===== config.mk =====
export PLATFORM = sky130hd
export DESIGN_NAME = sat_counter
export DESIGN_NICKNAME = d
export VERILOG_FILES = /design/src/rtl/lfsr_checker_sat_counter.sv
export SDC_FILE = /design/constraint.sdc
export NUM_CORES = 1
export LEC_CHECK = 0
export CAP_MARGIN = 20
export CORE_MARGIN = 2
export CORE_UTILIZATION = 55
export CTS_BUF_LIST = sky130_fd_sc_hd__clkbuf_4 sky130_fd_sc_hd__clkbuf_8
export DETAILED_ROUTE_END_ITERATION = 10
export GPL_TIMING_DRIVEN = 0
export PLACE_DENSITY = 0.85
export SYNTH_ARGS = -nofsm -noshare
export SYNTH_HDL_FRONTEND = slang
export SYNTH_SLANG_ARGS = --single-unit

===== constraint.sdc =====
create_clock -name clock -period 3.66 [get_ports clock]
set_input_delay 0.915 -clock clock [delete_from_list [all_inputs] [get_ports clock]]
set_output_delay 0.915 -clock clock [all_outputs]
set_load 0.05 [all_outputs]

===== src/rtl/lfsr_checker_sat_counter.sv =====
// Saturating up-counter with synchronous clear.
//   clock, reset : clock and synchronous active-high reset
//   inc          : count one event this cycle
//   clear        : zero the count; takes priority over inc
//   count_o      : current count, sticks at all-ones
module sat_counter #(
  parameter int W = 32
) (
  input  logic         clock,
  input  logic         reset,
  input  logic         inc,
  input  logic         clear,
  output logic [W-1:0] count_o
);
  logic [W-1:0] count_reg;

  always_ff @(posedge clock) begin
    if (reset || clear) begin
      count_reg <= '0;
    end else if (inc && (count_reg != {W{1'b1}})) begin
      count_reg <= count_reg + 1'b1;
    end
  end

  assign count_o = count_reg;
endmodule


==> results of run 1 <==
==> logic make-up after synthesis <==
logic type | Yosys count | synth area share, %
muxes | 1 | 0.5953
adders and majority gates | 1 | 0.7439
xor gates and xnor gates | 2 | 1.042
and+or+nand+nor | 80 | 30.06
buffers and inverters | 12 | 4.762
DFF | 32 | 38.09
AOI/OAI and AO/OA | 61 | 24.70
==> metrics by stage <==
stage / power, mW / area [sq um]
floorplan: 0.3742 / 1682
global placement: 0.3835 / 2073
detailed placement: 0.3843 / 2073
CTS: 0.5701 / 2123
global route: 0.5877 / 2123
finish: 0.5700 / 2123
==> where the power goes <==
group,switching [mW],internal (mW)
Clock,0.116,0.0779
Combinational,0.0169,0.00969
Sequential,0.00124,0.349
==> path summary, 6_finish.rpt <==
check / to / slack (ns) / cells after the start
setup / recovery: count_o[8] / 1.08 / 1
hold / removal: count_o[7]$_SDFFE_PP0P_ / 0.51 / 2
setup reg to reg: count_o[1]$_SDFFE_PP0P_ / 1.50 / 8
hold reg to reg: count_o[7]$_SDFFE_PP0P_ / 0.51 / 2
==> cell usage in the layout (no fill, tap or decap), types with 2 or more instances in the layout <==
cell,netlist,final
inv_1,4,4
o31ai_4,2,2
nand2_2,2,2
nor2_1,4,4
or4_1,9,9
o21ai_1,8,8
and4_4,2,2
buf_6,4,4
or3_2,4,4
a21oi_1,22,22
clkbuf_1,3,3
a21oi_2,7,7
and3_2,2,2
nand3_1,11,11
o31ai_1,9,9
o21ai_0,10,10
and4_1,4,4
nand2_1,12,12
nand4_1,8,8
clkdlybuf4s50_1,0,35
dfxtp_1,32,32
clkbuf_4,0,6
or3_1,15,15
==> metal layers <==
layer	GRT usage [%]	routed length, microns	vias to the layer above
li1	-	-	816
met1	32.34	1802	823
met2	43.33	2135	46
met3	7.860	224	9
met4	12.66	65	0
met5	0	0	-
==> cell type report <==
| cell class | instances | area, sq um |
|---|---|---|
| clock buffer | 6 | 45.04 |
| buffer | 8 | 65.06 |
| inverter | 4 | 15.01 |
| timing repair buffer | 35 | 350.3 |
| multi-input combinational | 145 | 960.9 |
| tap | 33 | 41.29 |
| clock inverter | 1 | 5.005 |
| sequential | 32 | 640.6 |
| fill | 244 | 854.6 |
==> worst register-to-register path, cell delays in order (launching register included) <==
cell	delay, ns
dfxtp_1	0.44
ha_1	0.23
and3_2	0.22
nand4_2	0.17
o31ai_4	0.40
buf_6	0.19
buf_6	0.15
mux2i_1	0.19
nor2_1	0.06
==> reports/metrics.yaml, run 1 <==
ant_nets: 0
ys.flop_type: "dfxtp_1"
peakVddDrop_mv: 0.1848
coreArea_sq_um: 2978
period_minus_slack_ns: 2.582
path_clk_slew_ns: 0.09
synthTopCellsByCount: "32 x dfxtp_1, 22 x a21oi_1, 15 x or3_1"
largest_reg_flops: 32
numCtsBuffers: 5
drc: 0
tns_ns: 0
synth_top_area_share_pct: 38.10
cp-end-kind: "output port"
synth_area_per_cell_sq_um: 8.897
synth_edf_count: 0
antenna_found_initial: 0
critical-path-slowest-cell: "clkdlybuf4s50_1"
antennaDiodeCount: 0
cp_max_fo: 8
synth_area_leaders: "dfxtp_1 38%, a21oi_1 6.5%, or3_1 5.6%"
dieHeight_microns: 59.30
clkSinkCount: 32
arrival_ns: 1.67
rsz0062_at_grt: "no"
hp-class: "reg -> reg"
finalWorstSetupSlack_ns: 1.078
drt_first_iter_violations: 94
post-place-cells: 257
grt_pass1_vias: 1644
finish.net_count: 236
ys_ff_latch: 32
stdcell_count: 264
hold_violations: 0
cts_root_buf: "clkbuf_4"
port_buffers: 35
grt-ovfl-total: 0
fp.dieW_microns: 59.30
synth.distinct_cells: 36
hold_start: "count_o[7]$_SDFFE_PP0P_"
synth_cells: 189
cp-start-kind: "flip-flop"
fin_hold_ws_ns: 0.5093
drive_gt1_share_pct: 16.02
placementRows: 20
clock_latency_ns: 0.34
grt_pass1_wl_mm: 7.086
wl_per_cell_microns: 16.01
synth_area_sq_um: 1682
die_area_sq_um: 3516
ys_async_sr_fraction_pct: 0
ys.warnings.count: 0
start_util_pct: 56.47
cpLargestDelayFamily: "buffers and inverters"
vias: 1694
place_congestion: 0.8663
setup_viol: 0
cts_setup_buffers: 0
tightest_slew_ns: 0.7533
synth_nets: 194
slew_violations: 0
place_ws_ns: 0.8876
grt_usage_pct: 26.75
cp_cell_sequence: "clkdlybuf4s50_1"
grt_start_max_net_pins: 11
cp_num_buf_inv: 1
startpoint: "count_o[8]$_SDFFE_PP0P_"
period_share_pct: 70.56
routed_wl_mm: 4.227
ios: 36
seq_area_frac_synth_pct: 38.10
final_core_util_pct: 71.30
area_delta_synth_final_pct: 26.27
critPathRequiredTime_ns: 2.74
cts_tree: "done"
synth_top_area_cell: "dfxtp_1"
finalClockSkew_ns: 0.008162
cts_hold_buf: 0
critical_path_class: "reg -> out"
firstDrtPassIters: 4
r2r-start: "count_o[0]$_SDFFE_PP0P_"
p_per_area_nw_per_um2: 268.5
fmax_mhz: 387.2
status: "finished, final reports clean"
yosysMostFrequentCell: "dfxtp_1"
slowest_delay_ns: 0.85
relSlewSlack_pct: 48.98
clockBufferDepth: 2
vias_per_cell: 6.417
dp_hpwl_mm: 3.062
power_leakage_nw: 0.5870
h-tree-depth: 2
ctsResizeCount: 0
maxCapViolations: 0
Note: power is estimated with default switching activity, not from simulation.
==> run 2: changes to the inputs <==
--- a/config.mk
+++ b/config.mk
@@ -7,11 +7,11 @@
 export LEC_CHECK = 0
 export CAP_MARGIN = 20
 export CORE_MARGIN = 2
-export CORE_UTILIZATION = 55
+export CORE_UTILIZATION = 52
 export CTS_BUF_LIST = sky130_fd_sc_hd__clkbuf_4 sky130_fd_sc_hd__clkbuf_8
 export DETAILED_ROUTE_END_ITERATION = 10
 export GPL_TIMING_DRIVEN = 0
-export PLACE_DENSITY = 0.85
+export PLACE_DENSITY = 0.81
 export SYNTH_ARGS = -nofsm -noshare
 export SYNTH_HDL_FRONTEND = slang
 export SYNTH_SLANG_ARGS = --single-unit
==> constraint.sdc (replaced) <==
create_clock -name clock -period 2.45 [get_ports clock]
set_input_delay 0.6125 -clock clock [delete_from_list [all_inputs] [get_ports clock]]
set_output_delay 0.6125 -clock clock [all_outputs]
set_load 0.05 [all_outputs]
==> reports/metrics.yaml, run 2 (same netlist as run 1, synthesis figures left out) <==
drc: 0  # unchanged
placementRows: 20  # unchanged
routed_wl_mm: 4.269  # was 4.227 mm
die_area_sq_um: 3705  # was 3516 sq um
arrival_ns: 1.64  # was 1.67 ns
wl_per_cell_microns: 15.52  # was 16.01 microns
h-tree-depth: 2  # unchanged
grt-ovfl-total: 0  # unchanged
hold_path_depth: 2  # unchanged
hold_start: "count_o[7]$_SDFFE_PP0P_"  # unchanged
cp-start-kind: "flip-flop"  # unchanged
final_area_sq_um: 2137  # was 2123 sq um
antenna_found_initial: 0  # unchanged
coreArea_sq_um: 3053  # was 2978 sq um
critical-path-slowest-cell: "clkdlybuf4s50_1"  # unchanged
grt_usage_pct: 24.73  # was 26.75%
placed_area_sq_um: 2087  # was 2073 sq um
clock_latency_ns: 0.33  # was 0.34 ns
ant_nets: 0  # unchanged
stdcell_count: 275  # was 264
layout_commonest_cell: "clkdlybuf4s50_1"  # unchanged
peakVddDrop_mv: 0.2954  # was 0.1848 mV
critPathRequiredTime_ns: 1.84  # was 2.74 ns
setup_viol: 0  # unchanged
place_congestion: 0.8099  # was 0.8663
slowest_delay_ns: 0.85  # about the same
status: "finished, final reports clean"  # unchanged
drt_first_iter_violations: 105  # was 94
cpLargestDelayFamily: "buffers and inverters"  # unchanged
fillers: 273  # was 244
critical_path_class: "reg -> out"  # unchanged
finalClockSkew_ns: 0.005208  # was 0.008162 ns
vias: 1674  # was 1694
dieHeight_microns: 60.87  # was 59.30 microns
cts_tree: "done"  # unchanged
antennaDiodeCount: 0  # unchanged
ctsResizeCount: 0  # unchanged
cp_cell_sequence: "clkdlybuf4s50_1"  # unchanged
area_delta_synth_final_pct: 27.08  # was 26.27%
final_core_util_pct: 70.00  # was 71.30%
p_per_area_nw_per_um2: 397.8  # was 268.5 nW/um^2
drive_gt1_share_pct: 16.02  # unchanged
hold_violations: 0  # unchanged
fp.dieW_microns: 60.87  # was 59.30 microns
r2r-start: "count_o[0]$_SDFFE_PP0P_"  # unchanged
start_util_pct: 55.08  # was 56.47%
grt_start_max_net_pins: 11  # unchanged
reg2reg_to: "count_o[1]$_SDFFE_PP0P_"  # unchanged
power_leakage_nw: 0.5870  # unchanged
finish.net_count: 236  # unchanged
grt_pass1_vias: 1583  # was 1644
reg2reg_depth: 8  # unchanged
fmax_mhz: 443.1
cts_setup_buffers: 0  # unchanged
hp-class: "reg -> reg"  # unchanged
numCtsBuffers: 5  # unchanged
tightest_slew_ns: 0.7284  # was 0.7533 ns
post-place-cells: 268  # was 257
relSlewSlack_pct: 50.67  # was 48.98%
dp_hpwl_mm: 3.137  # was 3.062 mm
port_buffers: 35  # unchanged
cts_root_buf: "clkbuf_4"  # unchanged
firstDrtPassIters: 4  # unchanged
vias_per_cell: 6.087  # was 6.417
period_share_pct: 92.12
rsz0062_at_grt: "no"  # unchanged
path_clk_slew_ns: 0.10  # was 0.09 ns
min_to: "count_o[7]$_SDFFE_PP0P_"  # unchanged
ios: 36  # unchanged
clockBufferDepth: 2  # unchanged
final_cell_mix: "35 x clkdlybuf4s50_1, 32 x dfxtp_1, 22 x a21oi_1, 15 x or3_1, 12 x nand2_1"  # unchanged
rrSetupSlack_ns: 0.28  # was 1.50 ns
slew_violations: 0  # unchanged
cp-end-kind: "output port"  # unchanged
clkSinkCount: 32  # unchanged
largest_reg_flops: 32  # unchanged
cp_max_fo: 7  # was 8
cp_num_buf_inv: 1  # unchanged
cts_hold_buf: 0  # unchanged
maxCapViolations: 0  # unchanged
period_minus_slack_ns: 2.257
grt_pass1_wl_mm: 6.879  # was 7.086 mm
-- run 2: cell counts in the layout (fill, tap and decap cells not counted) --
No cell type changed its count.
-- run 2: layer usage --
metal  GRT usage [%]  share of wire [%]
met1           30.20                 44
met3           7.249                4.6
met2           41.17                 51
met5               0                  0
met4           9.317               0.73
-- run 2: worst max path at each step --
stage                        startpoint                        to  slack, ns  cells past startpoint
4_1_cts         count_o[8]$_SDFFE_PP0P_                count_o[8]       0.19                      1
6_report       count_o[21]$_SDFFE_PP0P_               count_o[21]       0.19                      1
3_5_place_dp                        inc  count_o[17]$_SDFFE_PP0P_      -0.03                      6
2_1_floorplan   count_o[0]$_SDFFE_PP0P_   count_o[1]$_SDFFE_PP0P_       0.18                      8
5_1_grt         count_o[0]$_SDFFE_PP0P_   count_o[1]$_SDFFE_PP0P_       0.11                      8
3_3_place_gp                        inc  count_o[17]$_SDFFE_PP0P_      -0.01                      6
-- run 2: final cells by class --
type	count	area [sq um]	area share, %
buffer	8	65.06	3.044
clock buffer	6	45.04	2.108
clock inverter	1	5.005	0.2342
inverter	4	15.01	0.7026
multi-input combinational	145	960.9	44.96
sequential	32	640.6	29.98
tap	44	55.05	2.576
timing repair buffer	35	350.3	16.39
-- run 2: metrics by stage --
| step | TNS (ns) | power (mW) | hold WS, ns | setup WS, ns |
|---|---|---|---|---|
| 6_report | 0 | 0.8502 | 0.5126 | 0.1931 |
| 5_1_grt | 0 | 0.8847 | 0.5305 | 0.1144 |
| 4_1_cts | 0 | 0.8541 | 0.5101 | 0.1875 |
| 3_5_place_dp | -0.05041 | 0.5740 | 0.4964 | -0.02649 |
| 3_3_place_gp | -0.02318 | 0.5730 | 0.4770 | -0.01244 |
| 2_1_floorplan | 0 | 0.5590 | 0.7156 | 0.1809 |
-- run 2: where the power goes --
part | internal [mW] | switching, mW
Sequential | 0.521 | 0.00188
Clock | 0.117 | 0.171
Combinational | 0.0144 | 0.0251
